==> src/rtl/regfile_pkg.sv <==
// Shared widths, the zero-register index and the write-request type
// used by the register-file write-port arbiter.
package regfile_pkg;

  localparam int RF_DATA_W = 32;
  localparam int RF_ADDR_W = 5;
  localparam int ZERO_REG  = 0;

  typedef struct packed {
    logic [RF_ADDR_W-1:0] addr;
    logic [RF_DATA_W-1:0] data;
  } wr_req_t;

  typedef enum logic {
    PRI_REQ0 = 1'b0,
    PRI_REQ1 = 1'b1
  } prio_e;

endpackage

==> src/rtl/rfarb_hold_slot.sv <==
// One-entry writeback holding register: accepts when empty, drops writes
// to the zero register, and empties on the edge it is granted.
module rfarb_hold_slot
  import regfile_pkg::*;
#(
  parameter int DATA_W = RF_DATA_W,
  parameter int ADDR_W = RF_ADDR_W
) (
  input  logic              clk,
  input  logic              rst_n,
  input  logic              valid,
  input  logic [ADDR_W-1:0] addr,
  input  logic [DATA_W-1:0] data,
  input  logic              clear,
  output logic              ready,
  output logic              full,
  output logic [ADDR_W-1:0] held_addr,
  output logic [DATA_W-1:0] held_data
);

  logic              full_reg;
  logic [ADDR_W-1:0] addr_reg;
  logic [DATA_W-1:0] data_reg;

  // Clear and accept are mutually exclusive: clear only when full, accept only when empty.
  always_ff @(posedge clk) begin
    if (!rst_n) begin
      full_reg <= 1'b0;
      addr_reg <= '0;
      data_reg <= '0;
    end else if (clear) begin
      full_reg <= 1'b0;
    end else if (valid && !full_reg && (addr != ADDR_W'(ZERO_REG))) begin
      full_reg <= 1'b1;
      addr_reg <= addr;
      data_reg <= data;
    end
  end

  assign ready     = !full_reg;
  assign full      = full_reg;
  assign held_addr = addr_reg;
  assign held_data = data_reg;

endmodule

==> src/rtl/regfile_wr_arbiter.sv <==
// Arbitrates ALU (req 0) and load (req 1) writebacks onto the single register
// file write port. Define RFARB_RR_EN for round-robin, else req 1 wins ties.
module regfile_wr_arbiter
  import regfile_pkg::*;
#(
  parameter int DATA_W = RF_DATA_W,
  parameter int ADDR_W = RF_ADDR_W
) (
  input  logic              i_clk,
  input  logic              i_rst_n,
  input  logic              i_req0_valid,
  input  logic [ADDR_W-1:0] i_req0_addr,
  input  logic [DATA_W-1:0] i_req0_data,
  output logic              o_req0_ready,
  input  logic              i_req1_valid,
  input  logic [ADDR_W-1:0] i_req1_addr,
  input  logic [DATA_W-1:0] i_req1_data,
  output logic              o_req1_ready,
  output logic              o_we,
  output logic [ADDR_W-1:0] o_waddr,
  output logic [DATA_W-1:0] o_wdata,
  output logic              o_busy
);

  logic [1:0]        req_valid;
  logic [1:0]        ready;
  logic [1:0]        full;
  logic [1:0]        grant;
  logic [ADDR_W-1:0] req_addr  [2];
  logic [DATA_W-1:0] req_data  [2];
  logic [ADDR_W-1:0] held_addr [2];
  logic [DATA_W-1:0] held_data [2];

  logic              we_reg;
  logic [ADDR_W-1:0] waddr_reg;
  logic [DATA_W-1:0] wdata_reg;

  assign req_valid   = {i_req1_valid, i_req0_valid};
  assign req_addr[0] = i_req0_addr;
  assign req_addr[1] = i_req1_addr;
  assign req_data[0] = i_req0_data;
  assign req_data[1] = i_req1_data;

  generate
    for (genvar gi = 0; gi < 2; gi++) begin : g_slot
      rfarb_hold_slot #(
        .DATA_W(DATA_W),
        .ADDR_W(ADDR_W)
      ) u_slot (
        .clk      (i_clk),
        .rst_n    (i_rst_n),
        .valid    (req_valid[gi]),
        .addr     (req_addr[gi]),
        .data     (req_data[gi]),
        .clear    (grant[gi]),
        .ready    (ready[gi]),
        .full     (full[gi]),
        .held_addr(held_addr[gi]),
        .held_data(held_data[gi])
      );
    end
  endgenerate

`ifdef RFARB_RR_EN
  prio_e ptr_reg;
  prio_e ptr_next;

  always_ff @(posedge i_clk) begin
    if (!i_rst_n) begin
      ptr_reg <= PRI_REQ0;
    end else begin
      ptr_reg <= ptr_next;
    end
  end

  // After any grant the pointer favours the requester that was not served.
  always_comb begin
    ptr_next = ptr_reg;
    if (grant[0]) begin
      ptr_next = PRI_REQ1;
    end else if (grant[1]) begin
      ptr_next = PRI_REQ0;
    end
  end

  always_comb begin
    grant = full;
    if (full == 2'b11) begin
      grant = (ptr_reg == PRI_REQ0) ? 2'b01 : 2'b10;
    end
  end
`else
  always_comb begin
    grant = full;
    if (full == 2'b11) begin
      grant = 2'b10;
    end
  end
`endif

  // Address/data keep their last value when nothing is granted.
  always_ff @(posedge i_clk) begin
    if (!i_rst_n) begin
      we_reg    <= 1'b0;
      waddr_reg <= '0;
      wdata_reg <= '0;
    end else begin
      we_reg <= |grant;
      if (grant[0]) begin
        waddr_reg <= held_addr[0];
        wdata_reg <= held_data[0];
      end else if (grant[1]) begin
        waddr_reg <= held_addr[1];
        wdata_reg <= held_data[1];
      end
    end
  end

  assign o_req0_ready = ready[0];
  assign o_req1_ready = ready[1];
  assign o_we         = we_reg;
  assign o_waddr      = waddr_reg;
  assign o_wdata      = wdata_reg;
  assign o_busy       = (|full) | we_reg;

endmodule

==> config.mk <==
export PLATFORM = sky130hd
export DESIGN_NAME = regfile_wr_arbiter
export DESIGN_NICKNAME = d
export VERILOG_FILES = /design/src/rtl/regfile_pkg.sv /design/src/rtl/rfarb_hold_slot.sv /design/src/rtl/regfile_wr_arbiter.sv
export SDC_FILE = /design/constraint.sdc
export NUM_CORES = 1
export LEC_CHECK = 0
export ABC_AREA = 1
export CORE_UTILIZATION = 35
export CTS_CLUSTER_DIAMETER = 200
export DETAILED_ROUTE_END_ITERATION = 10
export PLACE_DENSITY = 0.64
export SLEW_MARGIN = 5
export SYNTH_ARGS = -nofsm -noshare
export SYNTH_HDL_FRONTEND = slang
export SYNTH_SLANG_ARGS = --single-unit
==> constraint.sdc <==
create_clock -name i_clk -period 2.6 [get_ports i_clk]
set_clock_uncertainty 0.2 [all_clocks]
set_input_delay 0.52 -clock i_clk [delete_from_list [all_inputs] [get_ports i_clk]]
set_output_delay 0.52 -clock i_clk [all_outputs]
set_load 0.01 [all_outputs]
---- Word-level counts from Yosys, hierarchy flattened ----
Cells that the tools add are included.
word-level totals
  memories ................................ 0
  bits in writable memories ............... 0
  ROM bits ................................ 0
  bits in latches ......................... 0
  output and inout port bits .............. 41
  flip-flop bits (word level) ............. 114
  word-level logic and storage cells ...... 34
cells by class
  multipliers ............................. 0
  order comparisons ....................... 0
  divide/modulo/power cells ............... 0
  equal/unequal tests ..................... 1
  reduce and logical (&&, ||, !) cells .... 15
  shift-type cells ........................ 0
  bitwise gates (word level) .............. 4
  add/subtract/negate cells ............... 0
  muxes and demuxes ....................... 5
operators by type and width
  kind                count
  $mux 32             2
  $mux 5              2
  $reduce_bool 5->1   2
  $reduce_or 2->1     4
  $logic_and 1x1->1   4
  $reduce_and 2->1    2
  $not 1->1           3
  $eq 2x2->1 const B  1
  $logic_not 1->1     2
  $mux 2              1
  $reduce_bool 2->1   1
  $or 1x1->1          1

---- Logic depth before layout (Yosys ltp) ----
  depth in word-level cells ............... 4
  depth in mapped cells ................... 8
  depth with buffers taken out ............ 6

---- Cells and area by module ----
A second synthesis with hierarchy kept.
second synthesis, totals
  cells, all modules ...................... 790
  area, all modules ....................... 5133.7 µm²
by module, submodules not included
  module              times used  cells an instance  seq. area each (µm²)  area each (µm²)
  rfarb_hold_slot     2           251                760.7                 1651.6
  regfile_wr_arbiter  1           288                760.7                 1830.5

---- Worst setup path after synthesis ----
Ideal clock, no wire load.
  path kind ............................... register to output
  start ................................... register g_slot[1].u_slot.full_reg
  end ..................................... output o_req1_ready
  data required time ...................... 1.880 ns
  buffers on the path ..................... 3
  setup slack ............................. 1.030 ns
  stages on the path, launching flop included .. 5
  arrival time ............................ 0.850 ns
  cells stage by stage .................... dfxtp_1 -> buf_6 -> buf_2 -> buf_4 -> inv_1
between the ends
  cells in the longest elaborated chain, start to end .. 1
RTL lines
  what                      RTL line                  text
  start: declaration        rfarb_hold_slot.sv:21     logic full_reg;
  start signal: assignment  rfarb_hold_slot.sv:28     full_reg <= 1'b0;
  start signal: assignment  rfarb_hold_slot.sv:32     full_reg <= 1'b0;
  start signal: assignment  rfarb_hold_slot.sv:34     full_reg <= 1'b1;
  $logic_not 1->1           rfarb_hold_slot.sv:40     assign ready = !full_reg;
  end: declaration          regfile_wr_arbiter.sv:18  output logic o_req1_ready,
No other way between the ends.

---- Worst setup path after layout ----
  start ................................... register g_slot[0].u_slot.full_reg
  end ..................................... output o_busy
between the ends
  cells in the longest elaborated chain, start to end .. 2
RTL lines
  what                      RTL line                   text
  start: declaration        rfarb_hold_slot.sv:21
  start signal: assignment  rfarb_hold_slot.sv:28
  start signal: assignment  rfarb_hold_slot.sv:32
  start signal: assignment  rfarb_hold_slot.sv:34
  $reduce_or 2->1           regfile_wr_arbiter.sv:124  assign o_busy = (|full) | we_reg;
  $or 1x1->1                regfile_wr_arbiter.sv:124
  end: declaration          regfile_wr_arbiter.sv:22   output logic o_busy
No other way between the ends.

==> reports/results.ini <==
[run_status]
outcome=complete, no violations

[clock_tree]
cts_buffer_depth=2
numClockSinks=114
cts_tree=yes
clock_latency_ps=400
holdBufCountCts=0
cts_resized=0
h-tree-depth=4
cts.clk_slew.worst_paths_ps=50
postCtsSetupBuffers=0
cts_made_buffers=17
root_buffer=clkbuf_16

[grt]
grt_pass1_wl_mm=20.97
grt_max_degree=40
grt_pass1_vias=4166
groute.usage.overall=0.1872
grt-ovfl-total=0
antenna_found_initial=0

[pwr]
vdd_drop_max_v=0.0003786
leakagePower_nw=3.151
p_per_area_nw_per_um2=691.2
power_mw=4.675

[hold_path]
min_from=g_slot[0].u_slot.held_addr[2]
hold_depth=2
whs_endpoint=g_slot[0].u_slot.held_addr[2]
worst_hold_path_type=reg2reg

[sta]
fin_crit_sh=0.8787
hold_violations=0
drv_slew=0
rsz0062_at_grt=no
worst_slew_pin_slew_ps=686.2
fin_tns_setup_ps=0
max_clock_freq_mhz=437.7
period_minus_slack_ps=2285
maxSlewHeadroom=0.5419
setup_viol=0

[die]
rows=43
initial_utilization=0.3580
die-area_um2=14620
die_x_um=120.9
io_pins=119
die_y_um=120.9
core_area_um2=13830

[flow_run]
cap_violations=0

[placed_design]
port_buffers=118
dp.cells=966
gp_congestion=0.7238
dpl.hpwl_mm=8.172

[synthesis]
synthTopCellsByArea=dfxtp_1 (46%), nand2_1 (17%), nor2_1 (11%)
synth_cell_types=18
synth_top_cell_by_area=dfxtp_1
syn_inst=699
yosysWarnings=0
synth_nets=777
synth_area_um2=4950
seq_area_frac_synth=0.4611
synth_top_area_share=0.4611
ys_ff_latch=114
avgSynthCellArea_um2=7.081

[routing]
first_iter_violations=304
via_per_inst=4.565
ant_nets=0
dr_wl_met2_mm=6.177
wl_met1_mm=5.747
drt-pass1-iter-count=4
wire_per_inst_um=12.84
drc=0
top_layer_used=met4
wl_met3_um=800
routed_wl_mm=12.79
vias=4547

[final_layout]
fillCellCount=1395
area_growth_syn_to_layout_pct=36.63
final_common_cell=nand2_1
final_cells=996
largest_register_ffs=64
drive_gt1_frac=0.06740
final_cell_mix=nand2_1 (228), nor2_1 (146), clkdlybuf4s50_1 (117)
nets=883
diodes=0
final_core_util=0.4891

[critical_path]
worstReg2RegEnd=g_slot[1].u_slot.held_data[18]
crit_path_start_kind=register
arrival_ps=1560
criticalPathCategory=reg2out
rr_startpoint=g_slot[1].u_slot.full
reg2reg_slack_ps=720
cp-end-kind=output pin
crit_fanout=4
rr_worst_depth=6
required_ps=1880

-- cell usage after synthesis, drive strengths merged --
| library cell | n |
|---|---|
| inv | 47 |
| nor2 | 150 |
| nand3 | 39 |
| dfxtp | 114 |
| buf | 37 |
| clkbuf | 7 |
| a21oi | 5 |
| nand2 | 230 |
| nand3b | 70 |
-- worst max-delay path by stage --
stage	depth (start not counted)	end	from
6_report	3	o_busy	g_slot[0].u_slot.full
5_1_grt	3	o_busy	g_slot[0].u_slot.full
4_1_cts	3	o_busy	g_slot[0].u_slot.full
3_5_place_dp	7	g_slot[1].u_slot.held_data[23]	i_req1_addr[3]
3_3_place_gp	7	g_slot[1].u_slot.held_data[12]	i_req1_valid
2_1_floorplan	4	o_req1_ready	g_slot[1].u_slot.full
-- stage by stage --
| stage | hold slack, ps | worst slack [ps] | instance area (um2) |
|---|---|---|---|
| floorplan | 239.4 | 1030 | 4950 |
| global placement | 252.6 | 380.1 | 6212 |
| detailed placement | 254.7 | 353.8 | 6212 |
| CTS | 262.5 | 266.2 | 6763 |
| global route | 282.9 | 215.2 | 6763 |
| finish | 263.9 | 315.3 | 6763 |
-- area by class of cell --
| cell class | instances | area (um2) | area share |
|---|---|---|---|
| inverters | 47 | 176.4 | 0.02609 |
| multi-input cells | 494 | 2226 | 0.3291 |
| clock buffers | 25 | 525.5 | 0.07771 |
| repair buffers | 131 | 1301 | 0.1924 |
| clock inverters | 5 | 25.02 | 0.003700 |
| flip-flops and latches | 114 | 2283 | 0.3377 |
| well taps | 180 | 225.2 | 0.03330 |
-- report_power, final --
group / internal (mW) / switching, mW / total, mW
sequential: 1.88 / 0.0659 / 1.94
combinational: 0.306 / 0.309 / 0.615
clock: 1.37 / 0.745 / 2.12
-- per-layer routing --
| metal | vias up | GRT usage |
|---|---|---|
| met4 | 0 | 0.05478 |
| met5 | - | 0 |
| met2 | 126 | 0.3157 |
| met3 | 6 | 0.05404 |
| li1 | 2357 | - |
| met1 | 2058 | 0.2300 |
-- kinds of logic after synthesis --
family	share of synthesized area
flops	0.4611
compound gates	0.005055
simple gates	0.4421
buf+inv	0.09176
-- critical path: stages (launching register included) --
cell and delay [ps]:
dfxtp_1 470, nor2_4 70, nand2_1 90, clkdlybuf4s50_1 540
(Power assumes the default switching activity.)
